===== src/rtl/ifetch_unit_pkg.sv =====
// Shared types and constants for the instruction fetch stage.
package ifetch_unit_pkg;

  localparam int ADDR_WIDTH = 32;
  localparam int DATA_WIDTH = 32;
  localparam int INST_BYTES = 4;

  typedef enum logic [1:0] {
    IFS_IDLE,
    IFS_REQ,
    IFS_CAPT
  } ifetch_state_t;

  typedef struct packed {
    logic [ADDR_WIDTH-1:0] pc;
    logic [DATA_WIDTH-1:0] inst;
  } fetch_entry_t;

  // Instruction addresses are word aligned; low bits of any target are dropped.
  function automatic logic [ADDR_WIDTH-1:0] align_pc(input logic [ADDR_WIDTH-1:0] addr);
    return {addr[ADDR_WIDTH-1:2], 2'b00};
  endfunction

endpackage


===== src/rtl/icache_if.sv =====
// Fetch-to-icache handshake: one lookup at a time, address held until the response.
interface icache_if;
  import ifetch_unit_pkg::*;

  logic [ADDR_WIDTH-1:0] pc_addr;
  logic                  req_valid;
  logic [DATA_WIDTH-1:0] instruction;
  logic                  resp_valid;

  modport master (output pc_addr, output req_valid, input instruction, input resp_valid);
  modport slave  (input pc_addr, input req_valid, output instruction, output resp_valid);
endinterface


===== src/rtl/ifetch_fifo.sv =====
// Small synchronous FIFO of fetched {pc, inst} entries; flush beats push and pop.
module ifetch_fifo
  import ifetch_unit_pkg::*;
#(
  parameter int DEPTH = 4
) (
  input  logic                   clk,
  input  logic                   rst,
  input  logic                   flush,
  input  logic                   push,
  input  fetch_entry_t           push_data,
  input  logic                   pop,
  output fetch_entry_t           head,
  output logic [$clog2(DEPTH):0] count,
  output logic                   full,
  output logic                   empty
);
  localparam int PW = $clog2(DEPTH);

  logic [PW-1:0] wr_ptr_reg;
  logic [PW-1:0] rd_ptr_reg;
  logic [PW:0]   count_reg;
  fetch_entry_t  mem_reg [DEPTH];
  fetch_entry_t  hold_reg;
  logic          pop_ok;
  logic          push_ok;

  assign empty   = (count_reg == '0);
  assign full    = (count_reg == (PW+1)'(DEPTH));
  assign count   = count_reg;
  assign pop_ok  = pop && !empty && !flush;
  assign push_ok = push && !flush && (!full || pop_ok);

  genvar gi;
  generate
    for (gi = 0; gi < DEPTH; gi++) begin : g_entry
      always_ff @(posedge clk or posedge rst) begin
        if (rst) begin
          mem_reg[gi] <= '0;
        end else if (push_ok && (wr_ptr_reg == PW'(gi))) begin
          mem_reg[gi] <= push_data;
        end
      end
    end
  endgenerate

  always_ff @(posedge clk or posedge rst) begin
    if (rst) begin
      wr_ptr_reg <= '0;
      rd_ptr_reg <= '0;
      count_reg  <= '0;
    end else if (flush) begin
      wr_ptr_reg <= '0;
      rd_ptr_reg <= '0;
      count_reg  <= '0;
    end else begin
      if (push_ok) wr_ptr_reg <= wr_ptr_reg + PW'(1);
      if (pop_ok)  rd_ptr_reg <= rd_ptr_reg + PW'(1);
      count_reg <= count_reg + (PW+1)'(push_ok) - (PW+1)'(pop_ok);
    end
  end

  // Keeps the last visible head so the outputs hold steady while empty.
  always_ff @(posedge clk or posedge rst) begin
    if (rst) begin
      hold_reg <= '0;
    end else if ((pop || flush) && !empty) begin
      hold_reg <= mem_reg[rd_ptr_reg];
    end
  end

  assign head = empty ? hold_reg : mem_reg[rd_ptr_reg];

endmodule


===== src/rtl/ifetch_unit.sv =====
// Fetch stage: owns the PC, runs one icache lookup at a time and buffers results for decode.
module ifetch_unit
  import ifetch_unit_pkg::*;
#(
  parameter logic [ADDR_WIDTH-1:0] RESET_PC   = 32'h0000_0000,
  parameter int                    FIFO_DEPTH = 4
) (
  input  logic                  clk,
  input  logic                  rst,
  input  logic                  fetch_en,
  input  logic                  redirect_valid,
  input  logic [ADDR_WIDTH-1:0] redirect_pc,
  icache_if.master              icache,
  output logic                  inst_valid,
  output logic [DATA_WIDTH-1:0] inst,
  output logic [ADDR_WIDTH-1:0] inst_pc,
  input  logic                  inst_ready
);
  localparam int CW = $clog2(FIFO_DEPTH) + 1;

  ifetch_state_t         state_reg, state_next;
  logic [ADDR_WIDTH-1:0] pc_reg, pc_next;
  logic [ADDR_WIDTH-1:0] target_reg, target_next;
  logic                  drop_reg, drop_next;

  logic                  push;
  logic                  space_capt;
  fetch_entry_t          push_data;
  fetch_entry_t          head;
  logic [CW-1:0]         fifo_count;
  logic                  fifo_full;
  logic                  fifo_empty;

  assign icache.pc_addr   = pc_reg;
  assign icache.req_valid = (state_reg == IFS_REQ);

  assign push       = (state_reg == IFS_CAPT) && !drop_reg && !redirect_valid;
  assign push_data  = '{pc: pc_reg, inst: icache.instruction};
  // A flush empties the buffer on this edge, so there is always room afterwards.
  assign space_capt = redirect_valid || ((fifo_count + CW'(push)) < CW'(FIFO_DEPTH));

  always_comb begin
    state_next  = state_reg;
    pc_next     = pc_reg;
    target_next = target_reg;
    drop_next   = drop_reg;
    case (state_reg)
      IFS_IDLE: begin
        if (redirect_valid) pc_next = align_pc(redirect_pc);
        if (fetch_en && (redirect_valid || !fifo_full)) state_next = IFS_REQ;
      end
      IFS_REQ: begin
        // pc_addr must not move mid-lookup; remember where to go once it returns.
        if (redirect_valid) begin
          target_next = align_pc(redirect_pc);
          drop_next   = 1'b1;
        end
        if (icache.resp_valid) state_next = IFS_CAPT;
      end
      IFS_CAPT: begin
        if (redirect_valid) begin
          pc_next   = align_pc(redirect_pc);
          drop_next = 1'b0;
        end else if (drop_reg) begin
          pc_next   = target_reg;
          drop_next = 1'b0;
        end else begin
          pc_next = pc_reg + ADDR_WIDTH'(INST_BYTES);
        end
        state_next = (fetch_en && space_capt) ? IFS_REQ : IFS_IDLE;
      end
      default: state_next = IFS_IDLE;
    endcase
  end

  always_ff @(posedge clk or posedge rst) begin
    if (rst) begin
      state_reg  <= IFS_IDLE;
      pc_reg     <= RESET_PC;
      target_reg <= '0;
      drop_reg   <= 1'b0;
    end else begin
      state_reg  <= state_next;
      pc_reg     <= pc_next;
      target_reg <= target_next;
      drop_reg   <= drop_next;
    end
  end

  ifetch_fifo #(
    .DEPTH(FIFO_DEPTH)
  ) u_fifo (
    .clk      (clk),
    .rst      (rst),
    .flush    (redirect_valid),
    .push     (push),
    .push_data(push_data),
    .pop      (inst_ready),
    .head     (head),
    .count    (fifo_count),
    .full     (fifo_full),
    .empty    (fifo_empty)
  );

  assign inst_valid = !fifo_empty;
  assign inst       = head.inst;
  assign inst_pc    = head.pc;

endmodule


===== src/flat_wrapper.sv =====
// flat-port wrapper written by rule: the top's interface ports become plain ports
module ifetch_unit_flat import ifetch_unit_pkg::*;
#(
  parameter logic [ADDR_WIDTH-1:0] RESET_PC   = 32'h0000_0000,
  parameter int                    FIFO_DEPTH = 4
)
  (clk, rst, fetch_en, redirect_valid, redirect_pc, inst_valid, inst, inst_pc, inst_ready, icache_pc_addr, icache_req_valid, icache_instruction, icache_resp_valid);
  icache_if icache_i ();
  input  logic clk;
  input  logic rst;
  input  logic fetch_en;
  input  logic redirect_valid;
  input  logic [ADDR_WIDTH-1:0] redirect_pc;
  output logic inst_valid;
  output logic [DATA_WIDTH-1:0] inst;
  output logic [ADDR_WIDTH-1:0] inst_pc;
  input  logic inst_ready;
  output wire logic [$bits(icache_i.pc_addr)-1:0] icache_pc_addr;
  output wire logic [$bits(icache_i.req_valid)-1:0] icache_req_valid;
  input wire logic [$bits(icache_i.instruction)-1:0] icache_instruction;
  input wire logic [$bits(icache_i.resp_valid)-1:0] icache_resp_valid;
  assign icache_pc_addr = icache_i.pc_addr;
  assign icache_req_valid = icache_i.req_valid;
  assign icache_i.instruction = icache_instruction;
  assign icache_i.resp_valid = icache_resp_valid;
  ifetch_unit #(.RESET_PC(RESET_PC), .FIFO_DEPTH(FIFO_DEPTH)) u_core (.clk(clk), .rst(rst), .fetch_en(fetch_en), .redirect_valid(redirect_valid), .redirect_pc(redirect_pc), .icache(icache_i), .inst_valid(inst_valid), .inst(inst), .inst_pc(inst_pc), .inst_ready(inst_ready));
endmodule

===== config.mk =====
export PLATFORM = sky130hd
export DESIGN_NAME = ifetch_unit_flat
export DESIGN_NICKNAME = d
export VERILOG_FILES = /design/src/rtl/ifetch_unit_pkg.sv /design/src/rtl/icache_if.sv /design/src/rtl/ifetch_fifo.sv /design/src/rtl/ifetch_unit.sv /design/src/flat_wrapper.sv
export SDC_FILE = /design/constraint.sdc
export NUM_CORES = 1
export LEC_CHECK = 0
export ABC_AREA = 0
export BUFFER_PORTS_ARGS = -buffer_cell sky130_fd_sc_hd__buf_4
export CAP_MARGIN = 20
export CORE_MARGIN = 2
export CORE_UTILIZATION = 54
export CTS_CLUSTER_SIZE = 20
export DETAILED_ROUTE_END_ITERATION = 16
export PLACE_DENSITY_LB_ADDON = 0.12
export SLEW_MARGIN = 10
export SYNTH_ARGS = -nofsm -noshare
export SYNTH_HDL_FRONTEND = slang
export SYNTH_SLANG_ARGS = --single-unit

===== constraint.sdc =====
create_clock -name clk -period 11.4 [get_ports clk]
set_input_delay 1.71 -clock clk [delete_from_list [all_inputs] [get_ports clk]]
set_output_delay 1.71 -clock clk [all_outputs]
set_load 0.01 [all_outputs]

==> flow_metrics.env <==
export IMPL_postRouteAntennaNets=0
export IMPL_final_cell_area_um2=20500
export IMPL_slew_viol_final=0
export IMPL_grt_pass1_wl_um=60700
export IMPL_crit_chain="buf_4 > mux4_2 > mux2_2 > buf_4"
export IMPL_path_max_fanout=33
export IMPL_ff2ff_setup_slack_ns=7.53
export IMPL_cts_root_buf="clkbuf_16"
export IMPL_drt_iter0_drc=439
export IMPL_layout_nets=1432
export IMPL_crit_slowest_cell="dfrtp_4"
export IMPL_first_pass_iters=5
export IMPL_max_freq_mhz=204
export IMPL_numCtsBuffers=41
export IMPL_cp_start_kind="flop"
export IMPL_max_stage_delay_ns=0.86
export IMPL_first_global_vias=11256
export IMPL_clock_sinks=380
export IMPL_gr_usage_all_layers=0.227
export IMPL_dpl_worst_slack_ns=6.49
export IMPL_outcome="finished clean"
export IMPL_yosysWarnings=0
export IMPL_gr_total_overflow=0
export IMPL_min_path_cells=2
export IMPL_dieArea_um2=34100
export IMPL_place_congestion=0.842
export IMPL_final_layout_size_suffix_gt1_frac=0.518
export IMPL_io_buffers=161
export IMPL_io_pins=168
export IMPL_antenna_found_initial=0
export IMPL_yosysUniqueCellTypes=54
export IMPL_crit_required_ns=9.69
export IMPL_period_minus_slack_ns=4.89
export IMPL_path_class="reg -> out"
export IMPL_via_per_inst=5.84
export IMPL_row_count=66
export IMPL_maxCapViolCount=0
export IMPL_hold_violations=0
export IMPL_hold_buffers=0
export IMPL_synth_cell_area_um2=17600
export IMPL_avgSynthCellArea_um2=14.3
export IMPL_area_delta_synth_final_pct=16.3
export IMPL_timing_rr_end="u_core.u_fifo.mem_reg[156]"
export IMPL_finalCritPeriodShare=0.429
export IMPL_cts_resized_gates=0
export IMPL_finalSetupTns_ns=0
export IMPL_dp_hpwl_um=21700
export IMPL_power_leakage_nw=9.83
export IMPL_peakVddDrop_v=0.000152
export IMPL_rsz0062_at_grt="false"
export IMPL_clk_pin_slew_ns=0.06
export IMPL_die_x_um=185
export IMPL_largest_register_ffs=248
export IMPL_avgRoutedWirePerCell_um=20.6
export IMPL_postCtsSetupBuffers=0
export IMPL_ctsHtreeMaxLevel=2
export IMPL_n_antenna_cell=0
export IMPL_slew_limit_headroom=0.246
export IMPL_hold_path_class="reg -> reg"
export IMPL_worstSetupEndpointType="primary output"
export IMPL_crit_top_cell="buf_4"
export IMPL_placed_area_um2=19100
export IMPL_die_height_um=185
export IMPL_dpl_cell_count=1749
export IMPL_worstRegToRegCells=6
export IMPL_final_cells=1825
export IMPL_clock_latency_ns=0.52
export IMPL_p_per_area_nw_per_um2=240
export IMPL_finalSetupViolations=0
export IMPL_skew_ns=0.0113
export IMPL_cts_path_max_buffers=3
export IMPL_r2r_start="u_core.drop_reg"
export IMPL_cp_arrival_ns=3.18
export IMPL_coreArea_um2=32400
export IMPL_synth_ff_type="dfrtp_1"
export IMPL_hold_end="u_core.target_reg[30]"
export IMPL_ys_async_sr_fraction=1.00
export IMPL_wl_um=37600
export IMPL_cts_tree="yes"
export IMPL_grt_max_degree=82
export IMPL_start_util=0.545
export IMPL_n_fill_cell=2578
export IMPL_worstHoldStart="u_core.target_reg[30]"
export IMPL_vias=10650
export IMPL_netlist_instances=1230
export IMPL_layout_setup_ws_ns=6.51
export IMPL_synth_edf_count=0
export IMPL_ys_ff_latch=380
export IMPL_drc=0
export IMPL_max_slew_worst_pin_slew_ns=1.13
export IMPL_synth_seq_area_share=0.539
-- metrics by stage --
step           hold slack [ns]  power, W  utilization
5_1_grt                  0.503   0.00522        0.634
4_1_cts                  0.490   0.00495        0.630
2_1_floorplan            0.451   0.00303            -
3_3_place_gp             0.466   0.00362        0.590
6_report                 0.488   0.00493        0.634
3_5_place_dp             0.477   0.00366        0.590
-- critical path: cells and delay by family (launching register included) --
family   cells  cell delay [ns]
buf+inv      2             0.85
flops        1             0.86
mux          2             0.92
-- layout by cell type (no fill, tap or decap), types with 4 or more instances in the layout --
cell	count
xor2_1	9
a31oi_1	5
dfrtp_1	378
nand4_1	7
nand3_1	13
inv_1	13
o21ai_0	32
nor2b_1	4
clkbuf_16	41
nor3_1	13
nor4_1	5
nand2_1	27
nand2_4	4
ha_1	7
and3_1	6
mux2_2	402
xnor2_1	13
mux4_2	62
a22oi_1	9
a21oi_1	28
clkinv_2	6
o211ai_1	4
a211oi_1	4
buf_16	4
and4_1	7
conb_1	4
clkbuf_1	12
a32o_1	7
clkbuf_8	11
buf_4	173
nor2_1	29
-- kinds of logic (layout without fill, tap and decap cells) --
| group | Yosys count | in the layout | share of synthesized area |
|---|---|---|---|
| AOI/OAI and AO/OA | 110 | 110 | 0.0402 |
| xor gates and xnor gates | 22 | 22 | 0.0109 |
| other | 1 | 4 | 0.000213 |
| and+or+nand+nor | 130 | 130 | 0.0386 |
| buffers and inverters | 113 | 263 | 0.0277 |
| DFF | 380 | 380 | 0.539 |
| muxes | 466 | 466 | 0.337 |
| adders and majority gates | 8 | 8 | 0.00610 |
-- final cells by class --
cell class                      instances  area, um^2  share of cell area
Tap cell                              442         553              0.0270
Inverter                               14        56.3             0.00274
Multi-Input combinational cell        740        7690               0.375
Clock buffer                           64        1220              0.0596
Clock inverter                          8        67.6             0.00329
Sequential cell                       380        9520               0.464
Timing Repair Buffer                  177        1410              0.0687
-- power breakdown --
part | total (W) | switching [W] | internal, W
Sequential | 0.00197 | 0.000324 | 0.00165
Clock | 0.00127 | 0.000517 | 0.000756
Combinational | 0.00169 | 0.000743 | 0.000944
Total | 0.00493 | 0.00158 | 0.00335
-- synth_stat cells (5+ instances only) --
| library cell | n | area share |
|---|---|---|
| inv_1 | 14 | 0.0030 |
| mux2_2 | 402 | 0.26 |
| xor2_1 | 9 | 0.0045 |
| nor3_1 | 13 | 0.0037 |
| buf_1 | 7 | 0.0015 |
| buf_2 | 38 | 0.011 |
| a21oi_1 | 28 | 0.0079 |
| nor4_1 | 5 | 0.0018 |
| nand2_1 | 27 | 0.0057 |
| nand4_1 | 7 | 0.0025 |
| xnor2_1 | 13 | 0.0065 |
| mux4_2 | 62 | 0.079 |
| nor2_1 | 29 | 0.0062 |
| ha_1 | 7 | 0.0050 |
| dfrtp_1 | 380 | 0.54 |
| clkbuf_1 | 49 | 0.010 |
| o21ai_0 | 32 | 0.0091 |
| and4_1 | 7 | 0.0035 |
| a31oi_1 | 5 | 0.0018 |
| a22oi_1 | 9 | 0.0038 |
| nand3_1 | 13 | 0.0037 |
| a32o_1 | 7 | 0.0040 |
| and3_1 | 6 | 0.0021 |
-- per-layer routing --
layer / GRT usage / wire length [um]
met1: 0.319 / 17200
met2: 0.372 / 18200
met3: 0.0306 / 1490
met4: 0.0648 / 756
met5: 0 / 0
-- how the worst max path moves through the flow --
stage | startpoint | end | slack (ns)
finish | u_core.u_fifo.rd_ptr_reg[0] | inst_pc[16] | 6.51
global route | u_core.u_fifo.rd_ptr_reg[0] | inst_pc[2] | 6.28
CTS | u_core.u_fifo.rd_ptr_reg[0] | inst_pc[16] | 6.38
detailed placement | redirect_valid | u_core.u_fifo.mem_reg[156] | 6.49
global placement | redirect_valid | u_core.u_fifo.mem_reg[154] | 6.53
floorplan | rst | u_core.drop_reg | 4.58
Power figures use the tool's default switching activity.
